--- config.mk ---
export PLATFORM = sky130hd
export DESIGN_NAME = rattlesnake_mem_arbiter
export DESIGN_NICKNAME = d
export VERILOG_FILES = /design/src/rtl/rattlesnake_mem_arbiter.sv
export SDC_FILE = /design/constraint.sdc
export NUM_CORES = 1
export LEC_CHECK = 0
export ABC_AREA = 1
export ABC_CLOCK_PERIOD_IN_PS = 4200
export CAP_MARGIN = 10
export CELL_PAD_IN_SITES_DETAIL_PLACEMENT = 2
export CELL_PAD_IN_SITES_GLOBAL_PLACEMENT = 2
export CORE_ASPECT_RATIO = 1.5
export CORE_MARGIN = 2
export CORE_UTILIZATION = 27
export CTS_CLUSTER_DIAMETER = 50
export CTS_CLUSTER_SIZE = 25
export DETAILED_ROUTE_END_ITERATION = 7
export PLACE_DENSITY_LB_ADDON = 0.1
export SLEW_MARGIN = 15
export SYNTH_ARGS = -nofsm -noshare
export SYNTH_HDL_FRONTEND = slang
export SYNTH_SLANG_ARGS = --single-unit
--- constraint.sdc ---
create_clock -name clk -period 4.2 [get_ports clk]
set_input_delay 0.84 -clock clk [delete_from_list [all_inputs] [get_ports clk]]
set_output_delay 0.84 -clock clk [all_outputs]
set_load 0.1 [all_outputs]
--- src/rtl/rattlesnake_mem_arbiter.sv ---
// ---------------------------------------------------------------------------
// rattlesnake_mem_arbiter
//
// Shares the single memory-controller port of the Von Neumann core between
// the instruction fetch unit and the load/store unit. Single-cycle requests
// from either side are latched into a pending slot. While idle, one pending
// request at a time is issued to the memory controller, round-robin when
// both sides are waiting. The completion (read data plus word-address ack)
// is returned, registered, to the side that owns the access.
//
// Optional feature macro: RATTLESNAKE_MEM_ARB_WATCHDOG_EN
//   Defined     : an 8-bit watchdog runs while an access is outstanding. When
//                 TIMEOUT_CYCLES cycles pass after issue with no mem_done,
//                 bus_error pulses, the owner's done pulses with zero data
//                 and the arbiter returns to idle.
//   Not defined : no watchdog, bus_error is held 0 and an outstanding access
//                 waits for mem_done indefinitely.
//
// Ports
//   clk, reset_n      clock (posedge) and asynchronous active-low reset
//   sync_reset        synchronous clear of FSM, pending requests and outputs
//   fetch_read_en     fetch request pulse, fetch_read_addr captured with it
//   fetch_done        fetch completion pulse with fetch_data/fetch_addr_ack
//   data_read_en      load request pulse
//   data_write_en     store request pulse (wins if both strobes are high)
//   data_addr/_wdata  load/store byte address and store data
//   data_byte_en      store byte enables
//   data_done         load/store completion pulse with data_rdata
//   mem_enable        one-cycle command strobe with mem_write/_addr/_wdata/
//                     _byte_en (all zero while no command is issued)
//   mem_done          controller completion with mem_rdata/mem_addr_ack
//   bus_error         watchdog expiry pulse
// ---------------------------------------------------------------------------
module rattlesnake_mem_arbiter #(
    parameter int XLEN           = 32,
    parameter int PC_BITWIDTH    = 32,
    parameter int MEM_ADDR_BITS  = 14,
    parameter int TIMEOUT_CYCLES = 255
) (
    input  logic                     clk,
    input  logic                     reset_n,
    input  logic                     sync_reset,
    input  logic                     fetch_read_en,
    input  logic [PC_BITWIDTH-1:0]   fetch_read_addr,
    output logic                     fetch_done,
    output logic [XLEN-1:0]          fetch_data,
    output logic [MEM_ADDR_BITS-1:0] fetch_addr_ack,
    input  logic                     data_read_en,
    input  logic                     data_write_en,
    input  logic [PC_BITWIDTH-1:0]   data_addr,
    input  logic [XLEN-1:0]          data_wdata,
    input  logic [3:0]               data_byte_en,
    output logic                     data_done,
    output logic [XLEN-1:0]          data_rdata,
    output logic                     mem_enable,
    output logic                     mem_write,
    output logic [PC_BITWIDTH-1:0]   mem_addr,
    output logic [XLEN-1:0]          mem_wdata,
    output logic [3:0]               mem_byte_en,
    input  logic                     mem_done,
    input  logic [XLEN-1:0]          mem_rdata,
    input  logic [MEM_ADDR_BITS-1:0] mem_addr_ack,
    output logic                     bus_error
);

    typedef enum logic [2:0] {
        S_IDLE  = 3'b001,
        S_FETCH = 3'b010,
        S_DATA  = 3'b100
    } state_t;

    state_t                   r_state;
    state_t                   w_state_next;

    // Pending request slots
    logic                     r_fetch_pend;
    logic [PC_BITWIDTH-1:0]   r_fetch_addr;
    logic                     r_data_pend;
    logic                     r_data_write;
    logic [PC_BITWIDTH-1:0]   r_data_addr;
    logic [XLEN-1:0]          r_data_wdata;
    logic [3:0]               r_data_be;
    logic                     r_last_grant_data;   // 1 = last grant went to DATA

    // Registered completion outputs
    logic                     r_fetch_done;
    logic [XLEN-1:0]          r_fetch_data;
    logic [MEM_ADDR_BITS-1:0] r_fetch_addr_ack;
    logic                     r_data_done;
    logic [XLEN-1:0]          r_data_rdata;

    logic                     w_grant_fetch;
    logic                     w_grant_data;
    logic                     w_finish;
    logic                     w_timeout;
    logic                     w_data_req;

    assign w_data_req = data_read_en | data_write_en;

    // -----------------------------------------------------------------------
    // Watchdog
    // -----------------------------------------------------------------------
`ifdef RATTLESNAKE_MEM_ARB_WATCHDOG_EN
    // The counter holds the number of cycles elapsed since issue, so the
    // expiry is decided in the cycle that precedes the TIMEOUT_CYCLES-th one
    // and the registered done/bus_error land exactly TIMEOUT_CYCLES after issue.
    localparam logic [7:0] WD_LAST = 8'(TIMEOUT_CYCLES - 1);

    logic [7:0] r_wd_cnt;
    logic       r_bus_error;

    assign w_timeout = (r_state != S_IDLE) && !mem_done && (r_wd_cnt == WD_LAST);

    always_ff @(posedge clk or negedge reset_n) begin
        if (!reset_n) begin
            r_wd_cnt    <= 8'd0;
            r_bus_error <= 1'b0;
        end else if (sync_reset) begin
            r_wd_cnt    <= 8'd0;
            r_bus_error <= 1'b0;
        end else begin
            r_bus_error <= w_timeout;
            if (w_grant_fetch || w_grant_data) begin
                r_wd_cnt <= 8'd1;
            end else if (r_state != S_IDLE) begin
                r_wd_cnt <= r_wd_cnt + 8'd1;
            end else begin
                r_wd_cnt <= 8'd0;
            end
        end
    end

    assign bus_error = r_bus_error;
`else
    assign w_timeout = 1'b0;
    // TIMEOUT_CYCLES is never negative, so this is a constant 0.
    assign bus_error = (TIMEOUT_CYCLES < 0);
`endif

    // -----------------------------------------------------------------------
    // FSM
    // -----------------------------------------------------------------------
    always_ff @(posedge clk or negedge reset_n) begin
        if (!reset_n) begin
            r_state <= S_IDLE;
        end else begin
            r_state <= w_state_next;
        end
    end

    always_comb begin
        w_state_next  = r_state;
        w_grant_fetch = 1'b0;
        w_grant_data  = 1'b0;
        w_finish      = 1'b0;
        case (r_state)
            S_IDLE: begin
                // Fetch wins unless data is also waiting and fetch had the last turn.
                if (r_fetch_pend && (!r_data_pend || r_last_grant_data)) begin
                    w_grant_fetch = 1'b1;
                    w_state_next  = S_FETCH;
                end else if (r_data_pend) begin
                    w_grant_data = 1'b1;
                    w_state_next = S_DATA;
                end
            end
            S_FETCH, S_DATA: begin
                if (mem_done || w_timeout) begin
                    w_finish     = 1'b1;
                    w_state_next = S_IDLE;
                end
            end
            default: begin
                w_state_next = S_IDLE;
            end
        endcase
        // A clear in this cycle must not leak a command to the controller.
        if (sync_reset) begin
            w_grant_fetch = 1'b0;
            w_grant_data  = 1'b0;
            w_finish      = 1'b0;
            w_state_next  = S_IDLE;
        end
    end

    // Command bus: driven only during the grant cycle, zero otherwise.
    always_comb begin
        mem_enable  = w_grant_fetch | w_grant_data;
        mem_write   = w_grant_data & r_data_write;
        mem_addr    = '0;
        mem_wdata   = '0;
        mem_byte_en = 4'h0;
        if (w_grant_fetch) begin
            mem_addr    = r_fetch_addr;
            mem_byte_en = 4'hF;
        end else if (w_grant_data) begin
            mem_addr    = r_data_addr;
            mem_wdata   = r_data_wdata;
            mem_byte_en = r_data_be;
        end
    end

    // -----------------------------------------------------------------------
    // Request capture, round-robin history and completion registers
    // -----------------------------------------------------------------------
    always_ff @(posedge clk or negedge reset_n) begin
        if (!reset_n) begin
            r_fetch_pend      <= 1'b0;
            r_fetch_addr      <= '0;
            r_data_pend       <= 1'b0;
            r_data_write      <= 1'b0;
            r_data_addr       <= '0;
            r_data_wdata      <= '0;
            r_data_be         <= 4'h0;
            r_last_grant_data <= 1'b1;
            r_fetch_done      <= 1'b0;
            r_fetch_data      <= '0;
            r_fetch_addr_ack  <= '0;
            r_data_done       <= 1'b0;
            r_data_rdata      <= '0;
        end else if (sync_reset) begin
            r_fetch_pend      <= 1'b0;
            r_fetch_addr      <= '0;
            r_data_pend       <= 1'b0;
            r_data_write      <= 1'b0;
            r_data_addr       <= '0;
            r_data_wdata      <= '0;
            r_data_be         <= 4'h0;
            r_last_grant_data <= 1'b1;
            r_fetch_done      <= 1'b0;
            r_fetch_data      <= '0;
            r_fetch_addr_ack  <= '0;
            r_data_done       <= 1'b0;
            r_data_rdata      <= '0;
        end else begin
            // A new pulse always refreshes the slot; a pulse in the grant
            // cycle therefore survives as the next pending request.
            if (fetch_read_en) begin
                r_fetch_pend <= 1'b1;
                r_fetch_addr <= fetch_read_addr;
            end else if (w_grant_fetch) begin
                r_fetch_pend <= 1'b0;
            end

            if (w_data_req) begin
                r_data_pend  <= 1'b1;
                r_data_write <= data_write_en;
                r_data_addr  <= data_addr;
                r_data_wdata <= data_write_en ? data_wdata : '0;
                r_data_be    <= data_write_en ? data_byte_en : 4'hF;
            end else if (w_grant_data) begin
                r_data_pend <= 1'b0;
            end

            if (w_grant_fetch) begin
                r_last_grant_data <= 1'b0;
            end else if (w_grant_data) begin
                r_last_grant_data <= 1'b1;
            end

            r_fetch_done <= w_finish && (r_state == S_FETCH);
            r_data_done  <= w_finish && (r_state == S_DATA);

            // Watchdog completions return zero data instead of the bus value.
            if (w_finish && (r_state == S_FETCH)) begin
                r_fetch_data     <= mem_done ? mem_rdata : '0;
                r_fetch_addr_ack <= mem_done ? mem_addr_ack : '0;
            end
            if (w_finish && (r_state == S_DATA)) begin
                r_data_rdata <= mem_done ? mem_rdata : '0;
            end
        end
    end

    assign fetch_done     = r_fetch_done;
    assign fetch_data     = r_fetch_data;
    assign fetch_addr_ack = r_fetch_addr_ack;
    assign data_done      = r_data_done;
    assign data_rdata     = r_data_rdata;

endmodule

* After elaboration in Yosys (flattened, before gate mapping)
Cells that the tools add are included.
** Word-level totals
- Bits in registers :: 187
- Latch bits :: 0
- Memory bits (writable) :: 0
- ROM bits :: 0
- Output and inout bits :: 151
- Logic and storage cells :: 88
- Memories :: 0
** Operators by class
- Add/sub/neg operators :: 0
- $mul :: 0
- Divide/modulo/power cells :: 0
- Magnitude comparators :: 0
- Equality and inequality tests :: 5
- Shift operators :: 0
- Muxes and demuxes :: 52
- Bitwise logic cells :: 3
- Reduce and logical (&&, ||, !) cells :: 14
** Operators by type and width (number)
- two-way mux 32 bit :: 16
- two-way mux 14 bit :: 3
- two-way mux 1 bit :: 23
- two-way mux 4 bit :: 5
- two-way mux 3 bit :: 4
- nonzero test 3 bit :: 3
- nonzero test 2 bit :: 4
- one-hot mux 3 bit (2 select lines) :: 1
- inequality test 4 bit (second input constant) :: 1
- equality test 3 x 1 -> 1 bit (second input constant) :: 1
- equality test 3 x 2 -> 1 bit (second input constant) :: 1
- equality test 3 bit (second input constant) :: 1
- logical AND 1 bit :: 3
- inequality test 3 bit (second input constant) :: 1
- OR 1 bit :: 2
- AND reduction 2 bit :: 1
- OR reduction 2 bit :: 1
- bitwise AND 1 bit :: 1
- logical NOT 1 bit :: 1
- logical OR 1 bit :: 1

* Logic depth before layout (Yosys ltp)
Gate-level depths: netlist of run 1.
- Word-level depth :: 9
- Depth in mapped cells :: 8
- Depth with buffers taken out :: 7

* Least setup slack after synthesis of run 1
Ideal clock, no wire load.
- Path kind :: input-to-output
- Start :: input sync_reset
- End :: output mem_addr[1]
- Data arrival time :: 3.477 ns
- Path slack :: -0.117 ns
- Stages :: 5
- Cell sequence :: buf_6 inv_2 nand3_2 buf_2 o21ai_0
** Between the ends
- Cells in the longest elaborated chain, start to end :: 3
** Ends and longest elaborated chain
- from (decl) :: line 42 : input logic sync_reset,
- two-way mux 1 bit :: line 178 : if (sync_reset) begin
- two-way mux 32 bit :: line 196 : end else if (w_grant_data) begin
- two-way mux 32 bit * :: line 193 : if (w_grant_fetch) begin
- to (decl) :: line 57 : output logic [PC_BITWIDTH-1:0] mem_addr,
Every way passes the cells marked *; elsewhere a longest branch is shown, timed or not.

* Worst setup path after layout of run 1
- Start :: input sync_reset
- End :: output mem_byte_en[2]
** Between the ends
- Cells in the longest elaborated chain, start to end :: 3
** Ends and longest elaborated chain
- two-way mux 1 bit :: line 178
- two-way mux 4 bit :: line 196
- two-way mux 4 bit * :: line 193
- to (decl) :: line 59 : output logic [3:0] mem_byte_en,
Marked as above.

==> out/summary.txt, run 1 <==
Status: finished, final reports clean
First-pass GRT wire length: 48100 um
Share of cells above drive strength 1: 0.106
FP Rows: 77
Post-DRT Antenna Nets: 0
Final nets: 1372
Syn Area/Cell: 8.54 um^2
Adder-Cell Fraction of Synth Area: 0
Slew @ Worst Pin: 1.02 ns
CP most frequent cell: buf_4
Initial antenna violation count: 3
Port Buffers: 302
Hold Vio Cnt, Final: 0
GR Util met2: 0.354
Fin area: 12800 um^2
Synth Area in Compound Gates: 0.0886
Sequential area share after synthesis: 0.581
Non-Filler Instances: 1629
Post-Syn Nets: 1097
Post-Synth Simple-Gate Area: 0.236
Placer Congestion: 0.736
CP Class: in2out
DRC violations left: 0
CP Launch Type: input port
Worst setup EP type: output port
Met3 GRT Util: 0.0488
Arr. time, crit path: 2.91 ns
Post-synth top area cell: dfrtp_1
Deepest clock path buffer count: 2
Final WL: 30000 um
Critical path's slowest cell: clkdlybuf4s50_1
Post-synthesis mux area share: 0
CTS tree: done
Drt first pass iters: 4
CTS resizes: 0
Vias per inst: 4.64
GRT busiest layer: met2
Synth cell types: 23
Syn Std Cell Area: 8060 um^2
Worst slew margin: 0.315
Root Driver: clkbuf_16
Die area: 31300 um^2
Vias: 7560
Worst path required time: 3.36 ns
Crit Path Max Fanout: 34
Vias in the first global route: 8472
Clock sinks: 187
Initial Utilization: 0.274
Placed cells: 1595
Post-synth top area share: 0.574
Post-CTS setup buffers: 0
VDD IR-drop max: 0.000310 V
RSZ-0062 raised after global routing: no
DR WL/cell: 18.4 um
Placed cell area: 12100 um^2
Setup violators final: 0
Ranking of synthesized cells by area: dfrtp_1 (57%), nand2_1 (11%), nand3_1 (9.0%)
GR Util met1: 0.231
GR Overflow Total: 0
Critical path cell sequence: clkdlybuf4s50_1 > buf_4 > nor3_4 > buf_4 > nand2_1 > o21ai_1 > buf_12
Most common cell after layout, fill and taps aside: nand2_1
Yosys reg bits: 187
Synth-to-layout area growth: 58.2%
# H-tree levels: 4
Most frequent cells in the layout: nand2_1 (244), clkdlybuf4s50_1 (231), dfrtp_1 (185)
Warnings from Yosys: 0
Pins Over Slew Limit: 0
1st-iter DRT viols: 277
Max stage delay on crit path: 0.44 ns
Largest net degree at the start of global routing: 77
Inserted Clock Buffers: 17
Power Density: 390 nW/um^2
Min Tclk post-route: 3.75 ns
Io pins: 304
Max-cap violations: 0
Clock-pin slew on the worst setup and hold paths: 0.07 ns
Fin crit share: 0.893
DP Wirelength: 20900 um
Fmax: 267 MHz
Cts hold-fix bufs: 0
GRT Util Overall: 0.198
Worst hold path class: in2async
Die width: 145 um
Worst skew pair latency: 0.44 ns
Core Area: 29500 um^2
Post-Synth XOR/XNOR Area: 0
Fin util: 0.433
Largest family of logic cells by synthesized area: simple AND/OR/NAND/NOR gates
Synth Instances: 944
Die Y-Extent: 216 um
Skew final: 0.00404 ns
Leak: 5.80 nW
[cells by family (layout without fill, tap and decap cells)]
kind of cell,count (synthesis),count (layout)
other,1,4
DFF,187,187
AOI/OAI and AO/OA,141,141
and+or+nand+nor,439,439
buffers and inverters,176,463
[power by group]
part           leakage, nW  switching, W  total [W]  internal [W]
Clock                0.298      0.000728    0.00180       0.00107
Sequential            2.51     0.0000476    0.00194       0.00189
Combinational         2.98      0.000839    0.00124      0.000398
[per-layer routing]
metal | wire length (um) | up-vias
met2 | 15900 | 189
met1 | 12200 | 3815
met5 | 0 | -
li1 | - | 3529
met4 | 598 | 0
met3 | 1370 | 27
[cell usage after synthesis, drive strengths merged]
master / count
dfrtp: 185
conb: 1
o22ai: 5
or2: 1
nor3: 1
o21ai: 135
dfstp: 2
buf: 45
nand2: 245
clkinv: 1
a21boi: 1
nand3: 147
inv: 112
clkbuf: 18
nor2: 45
[final cells by class]
class / count / area (um^2)
Antenna cell: 3 / 7.51
Clock buffer: 20 / 447
Clock inverter: 11 / 194
Fill cell: 3225 / 16700
Inverter: 113 / 425
Multi-Input combinational cell: 581 / 2630
Sequential cell: 187 / 4680
Tap cell: 395 / 494
Timing Repair Buffer: 319 / 3880
[critical path, delay by kind of cell]
family          cells  cell delay, ns
compound gates      1            0.27
buf+inv             4            1.26
simple gates        2            0.54
[sequential cells by signal (all words and copies together), names as in the netlist]
signal and flops:
data_rdata 32, fetch_data 32, r_data_addr 32, r_data_wdata 32, r_fetch_addr 32, fetch_addr_ack 14
r_data_be 4, r_state 3, data_done 1, fetch_done 1, r_data_pend 1, r_data_write 1
r_fetch_pend 1, r_last_grant_data 1
[final timing paths]
kind | to | startpoint | slack [ns] | depth (start not counted)
setup / recovery | mem_byte_en[2] | sync_reset | 0.45 | 7
hold / removal | fetch_data[13]$_DFFE_PN0P_ | reset_n | 0.39 | 1
setup reg to reg | r_state[1]$_DFFE_PN0P_ | r_last_grant_data$_DFFE_PN1P_ | 2.25 | 7
hold reg to reg | fetch_data[5]$_DFFE_PN0P_ | fetch_data[5]$_DFFE_PN0P_ | 0.47 | 2
max in group asynchronous | r_data_wdata[5]$_DFFE_PN0P_ | reset_n | 2.76 | 2
min in group clk | fetch_data[5]$_DFFE_PN0P_ | fetch_data[5]$_DFFE_PN0P_ | 0.47 | 2
[stage by stage]
step	total power, W	hold WS (ns)	worst slack (ns)	setup TNS (ns)
after floorplan	0.00268	0.469	-0.117	-1.40
after global placement	0.00321	0.453	0.467	0
after detailed placement	0.00323	0.457	0.457	0
after CTS	0.00505	0.428	0.425	0
after global routing	0.00519	0.435	0.324	0
final	0.00497	0.395	0.449	0
(Power assumes the default switching activity.)
==> run 2: changes to the inputs <==
ABC_AREA = default   (was 1)
CORE_UTILIZATION = 29   (was 27)
==> out/summary.txt, run 2 <==
Status: finished, final reports clean
Worst path bufs/invs: 2 (-2)
Core Area: 28500 um^2 (-3.2%)
Deepest clock path buffer count: 2 (unchanged)
GR Overflow Total: 0 (unchanged)
Final WL: 30700 um (+2.2%)
Ranking of synthesized cells by area: dfrtp_1 (56%), a22o_1 (6.7%), nand3_1 (5.9%)
Post-DRT Antenna Nets: 0 (unchanged)
Post-synth top area cell: dfrtp_1
Die width: 142 um (-1.8%)
GRT Util Overall: 0.208 (+0.0103)
Critical path cell sequence: a21boi_2 > buf_4 > nand3_1 > a21oi_1 > buf_12
Initial Utilization: 0.292 (+0.0188)
Warnings from Yosys: 0 (unchanged)
Fin util: 0.453 (+0.0206)
Drt first pass iters: 5 (+1)
Largest net degree at the start of global routing: 123 (+60%)
Vias in the first global route: 7998 (-5.6%)
Critical path's slowest cell: a21boi_2
Main synth FF type: dfrtp_1
# H-tree levels: 4 (unchanged)
Fin crit share: 0.825 (-0.0685)
Setup TNS: 0 ns (unchanged)
Io pins: 304 (unchanged)
1st-iter DRT viols: 202 (-27%)
Leak: 5.78 nW (-0.36%)
Post-Syn Nets: 928 (-15%)
Port Buffers: 302 (unchanged)
Pins Over Slew Limit: 0 (unchanged)
Slew @ Worst Pin: 1.09 ns (+0.0623 ns)
Max-cap violations: 0 (unchanged)
Fill cells: 2879 (-11%)
Sequential area share after synthesis: 0.561 (-0.0192)
Top-count cell post-synth: dfrtp_1
Syn Std Cell Area: 8340 um^2 (+3.4%)
First-pass GRT wire length: 47800 um (-0.52%)
Non-Filler Instances: 1402 (-14%)
Cts hold-fix bufs: 0 (unchanged)
Placed cells: 1369 (-14%)
Yosys reg bits: 187 (unchanged)
Post-synth top area share: 0.555 (-0.0189)
Setup violators final: 0 (unchanged)
Max stage delay on crit path: 0.53 ns (+0.09 ns)
RSZ-0062 raised after global routing: no
Most common cell after layout, fill and taps aside: clkdlybuf4s50_1
Initial antenna violation count: 3 (unchanged)
FP Rows: 76 (-1.3%)
Asr flop ratio synth: 1.00 (unchanged)
VDD IR-drop max: 0.000266 V (-14%)
Die Y-Extent: 212 um (-1.8%)
Worst slew margin: 0.276 (-0.0394)
Worst skew pair latency: 0.44 ns (about the same)
Power Density: 345 nW/um^2 (-11%)
Hold Vio Cnt, Final: 0 (unchanged)
Vias: 7072 (-6.5%)
Root Driver: clkbuf_16
CTS resizes: 0 (unchanged)
Synth-to-layout area growth: 55.0%
Placer Congestion: 0.771 (+4.7%)
Worst hold path class: in2async
DR WL/cell: 21.9 um (+19%)
Metal3 WL: 1670 um (+22%)
Syn Area/Cell: 10.8 um^2 (+26%)
Clock sinks: 187 (unchanged)
EDFF count, synth: 0 (unchanged)
Min Tclk post-route: 3.46 ns (-0.288 ns)
Synth cell types: 38 (+65%)
Met2 WL post-DR: 16400 um (+3.0%)
Clock-pin slew on the worst setup and hold paths: 0.07 ns (about the same)
DRC violations left: 0 (unchanged)
CP Class: reg2out
Crit Path Max Fanout: 23 (-32%)
Top sig layer: met4
CP Launch Type: flop
Fmax: 289 MHz (+8.3%)
Worst setup EP type: output port
WL met1: 12000 um (-1.7%)
Synth Instances: 775 (-18%)
Most frequent cells in the layout: clkdlybuf4s50_1 (229), dfrtp_1 (185), nand3_1 (98)
DP Wirelength: 21000 um (+0.17%)
Vias per inst: 5.04 (+8.7%)
Final nets: 1190 (-13%)
CTS tree: done
Worst path required time: 3.36 ns (about the same)
Inserted Clock Buffers: 17 (unchanged)
Post-CTS setup buffers: 0 (unchanged)
Critical path's top delay family: compound AO/OA/AOI/OAI gates
Skew final: 0.00712 ns (+0.00309 ns)
Die area: 30200 um^2 (-3.6%)
Share of cells above drive strength 1: 0.143 (+0.0367)
Arr. time, crit path: 2.62 ns (-0.29 ns)
Synth cell count leaders: dfrtp_1 (185), nand3_1 (98), a22o_1 (64)
run 2: cell types whose count changed after synthesis, sizes merged, moves of 11 or more:
cell / before / now
inv: 112 / 2
nand2: 245 / 45
nor2b: 0 / 44
clkbuf: 18 / 29
and2: 0 / 33
nand4: 0 / 32
nand3: 147 / 98
mux2i: 0 / 32
a22o: 0 / 64
a21oi: 0 / 46
mux2: 0 / 38
o21ai: 135 / 2
run 2: logic make-up after synthesis:
| group | after synthesis | share of synthesized area |
|---|---|---|
| other | 1 | 0.000450 |
| AOI/OAI and AO/OA | 122 | 0.106 |
| xor gates and xnor gates | 1 | 0.00105 |
| muxes | 70 | 0.0897 |
| DFF | 187 | 0.561 |
| and+or+nand+nor | 314 | 0.198 |
| buffers and inverters | 80 | 0.0426 |
run 2: worst paths after layout:
kind                                           endpoint                    startpoint  depth (start not counted)  slack, ns
max                                        mem_addr[30]       r_data_pend$_DFFE_PN0P_                          5       0.74
min                        r_data_wdata[14]$_DFFE_PN0P_                       reset_n                          1       0.39
max reg2reg                     r_data_pend$_DFFE_PN0P_       r_data_pend$_DFFE_PN0P_                          4       2.26
min reg2reg                r_data_wdata[20]$_DFFE_PN0P_  r_data_wdata[20]$_DFFE_PN0P_                          1       0.50
max in group asynchronous     data_rdata[0]$_DFFE_PN0P_                       reset_n                          2       2.98
min in group clk           r_data_wdata[20]$_DFFE_PN0P_  r_data_wdata[20]$_DFFE_PN0P_                          1       0.50
run 2: per-layer routing:
layer,vias up,global-route usage
li1,3244,-
met1,3616,0.239
met5,-,0
met2,180,0.371
met3,32,0.0527
met4,0,0.0734
run 2: stage by stage:
step                cell area, um^2  worst slack, ns  power, W  hold slack, ns
floorplan                      8340            0.532   0.00243           0.441
global route                  12900            0.545   0.00464           0.444
detailed placement            12300             1.14   0.00286           0.492
finish                        12900            0.736   0.00446           0.389
global placement              12300             1.16   0.00285           0.482
CTS                           12900            0.665   0.00454           0.438
run 2: power by group:
group	total (W)	internal (W)	switching [W]	leakage [nW]
Clock	0.00165	0.000926	0.000720	0.270
Sequential	0.00192	0.00187	0.0000504	2.52
Combinational	0.000896	0.000336	0.000559	2.98
Total	0.00446	0.00313	0.00133	5.78
run 2: final cells by class:
type / count / area, um^2 / share of cell area
diodes: 3 / 7.51 / 0.000581
clock buffers: 18 / 429 / 0.0332
clock inverters: 12 / 151 / 0.0117
inverters: 2 / 7.51 / 0.000581
multi-input cells: 508 / 3310 / 0.256
flip-flops and latches: 187 / 4680 / 0.362
well taps: 351 / 439 / 0.0340
repair buffers: 321 / 3900 / 0.302
==> run 3: changes to the inputs <==
ABC_CLOCK_PERIOD_IN_PS = 3400   (was 4200)
CORE_UTILIZATION = 27   (was 29)
clock period = 3.4 ns   (was 4.2 ns; I/O delays follow)
==> out/summary.txt, run 3 (synthesis gave the netlist of run 2 again) <==
Sequential power share: 0.433 (+0.003)
1st-iter DRT viols: 213 (+5.4%)
Core Area: 30400 um^2 (+6.4%)
CTS resizes: 0 (unchanged)
Reg2Reg Depth: 4 (unchanged)
Die Y-Extent: 219 um (+3.6%)
DR WL/cell: 21.2 um (-3.3%)
Pins Over Slew Limit: 0 (unchanged)
# H-tree levels: 4 (unchanged)
Largest net degree at the start of global routing: 123 (unchanged)
Final WL: 30800 um (+0.31%)
Initial Utilization: 0.275 (-0.0176)
Most frequent cells in the layout: dfrtp_1 (185), clkdlybuf4s50_1 (170), nand3_1 (98)
Deepest clock path buffer count: 2 (unchanged)
Min Tclk post-route: 3.19 ns
Fin crit share: 0.937
Root Driver: clkbuf_16
Sw Share: 0.307 (+0.00953)
Post-CTS setup buffers: 0 (unchanged)
Worst slew margin: 0.268 (-0.00773)
Hold slack: 0.287 ns (-0.102 ns)
Clock sinks: 187 (unchanged)
Most common cell after layout, fill and taps aside: dfrtp_1
Clock-pin slew on the worst setup and hold paths: 0.07 ns (about the same)
CP Class: reg2out
Worst skew pair latency: 0.45 ns (about the same)
Worst path required time: 2.72 ns (-0.64 ns)
Cell Int Power: 0.00379 W (+21%)
Vias in the first global route: 8082 (+1.1%)
CTS tree: done
Port Buffers: 302 (unchanged)
Post-DRT Antenna Nets: 0 (unchanged)
DRC violations left: 0 (unchanged)
GR Overflow Total: 0 (unchanged)
CP Launch Type: flop
Placer Congestion: 0.771 (about the same)
Setup violators final: 0 (unchanged)
Skew final: 0.0126 ns (+0.00547 ns)
Status: finished, final reports clean
Logic gate share of total power: 0.204 (+0.003)
Die width: 147 um (+3.5%)
Slew @ Worst Pin: 1.10 ns (+0.0116 ns)
Setup TNS: 0 ns (unchanged)
Final nets: 1191 (+0.084%)
GRT Util Overall: 0.197 (-0.0113)
Share of cells above drive strength 1: 0.202 (+0.0586)
FP Rows: 78 (+2.6%)
Cts hold-fix bufs: 0 (unchanged)
Vias: 7111 (+0.55%)
Drt first pass iters: 4 (-1)
Worst setup EP type: output port
Arr. time, crit path: 2.51 ns (-0.11 ns)
Hold Vio Cnt, Final: 0 (unchanged)
Vias per inst: 4.89 (-3.0%)
RSZ-0062 raised after global routing: no
Die area: 32300 um^2 (+7.2%)
Max-cap violations: 0 (unchanged)
Io pins: 304 (unchanged)
Initial antenna violation count: 3 (unchanged)
Leak: 5.93 nW (+2.7%)
DP Wirelength: 21200 um (+1.1%)
Fmax: 314 MHz
Switching pwr: 0.00168 W (+27%)
Clock power frac: 0.363 (-0.006)
First-pass GRT wire length: 49000 um (+2.5%)
Inserted Clock Buffers: 17 (unchanged)
Crit Path Max Fanout: 71 (+210%)
Synth-to-layout area growth: 54.4%
Worst hold path class: in2async
Power Density: 425 nW/um^2 (+23%)
VDD IR-drop max: 0.000303 V (+14%)
[run 3: cell types whose count changed in the layout (fill, tap and decap cells not counted), sizes merged]
cell	delta
clkdlybuf4s50	-59
bufinv	-2
clkinvlp	-4
buf	+60
clkbuf	+2
clkinv	+3
inv	+3
[run 3: cell type report]
class	instances	area, um^2
repair buffers	322	3800
inverters	2	7.51
flip-flops and latches	187	4680
fillers	3125	17500
multi-input cells	508	3310
clock buffers	20	457
well taps	400	500
clock inverters	12	114
diodes	3	7.51
[run 3: layer usage]
layer  up-vias  GRT usage  wire (um)  part of all wire
met5         -          0          0                 0
met4         0     0.0580        469             0.015
met3        18     0.0509       1660             0.054
met2       191      0.360      16700              0.54
met1      3645      0.224      11900              0.39
li1       3257          -          -                 -
[run 3: power by group through the flow]
stage / combinational, W / clock (W) / sequential, W
CTS: 0.00114 / 0.00207 / 0.00237
global placement: 0.00112 / 0 / 0.00241
floorplan: 0.000556 / 0 / 0.00245
global route: 0.00119 / 0.00215 / 0.00238
finish: 0.00111 / 0.00199 / 0.00237
detailed placement: 0.00113 / 0 / 0.00241
[run 3: worst max-delay path: stages, from the launching register on]
cell and delay [ns]:
dfstp_2 0.59, nor3b_4 0.23, buf_12 0.32, and3_1 0.22
buf_4 0.27, and2_1 0.23, buf_12 0.19
[run 3: final timing paths]
kind	slack, ns	from	end
max	0.21	r_state[0]$_DFFE_PN1P_	mem_wdata[23]
min	0.29	reset_n	r_data_wdata[26]$_DFFE_PN0P_
max reg2reg	1.43	r_state[1]$_DFFE_PN0P_	data_rdata[24]$_DFFE_PN0P_
min reg2reg	0.50	r_data_wdata[15]$_DFFE_PN0P_	r_data_wdata[15]$_DFFE_PN0P_
max in group asynchronous	2.37	reset_n	fetch_addr_ack[1]$_DFFE_PN0P_
min in group clk	0.50	r_data_wdata[15]$_DFFE_PN0P_	r_data_wdata[15]$_DFFE_PN0P_
[run 3: through the flow]
step | area [um^2] | total power [W] | setup slack [ns] | util | cells
final | 12900 | 0.00547 | 0.213 | 0.424 | 1454
after global routing | 12900 | 0.00572 | 0.0400 | 0.424 | 1454
after detailed placement | 12300 | 0.00355 | 0.620 | 0.405 | 1419
after global placement | 12300 | 0.00353 | 0.704 | 0.405 | 1419
after floorplan | 8340 | 0.00300 | 0.0333 | - | 775
after CTS | 12900 | 0.00557 | 0.129 | 0.424 | 1451
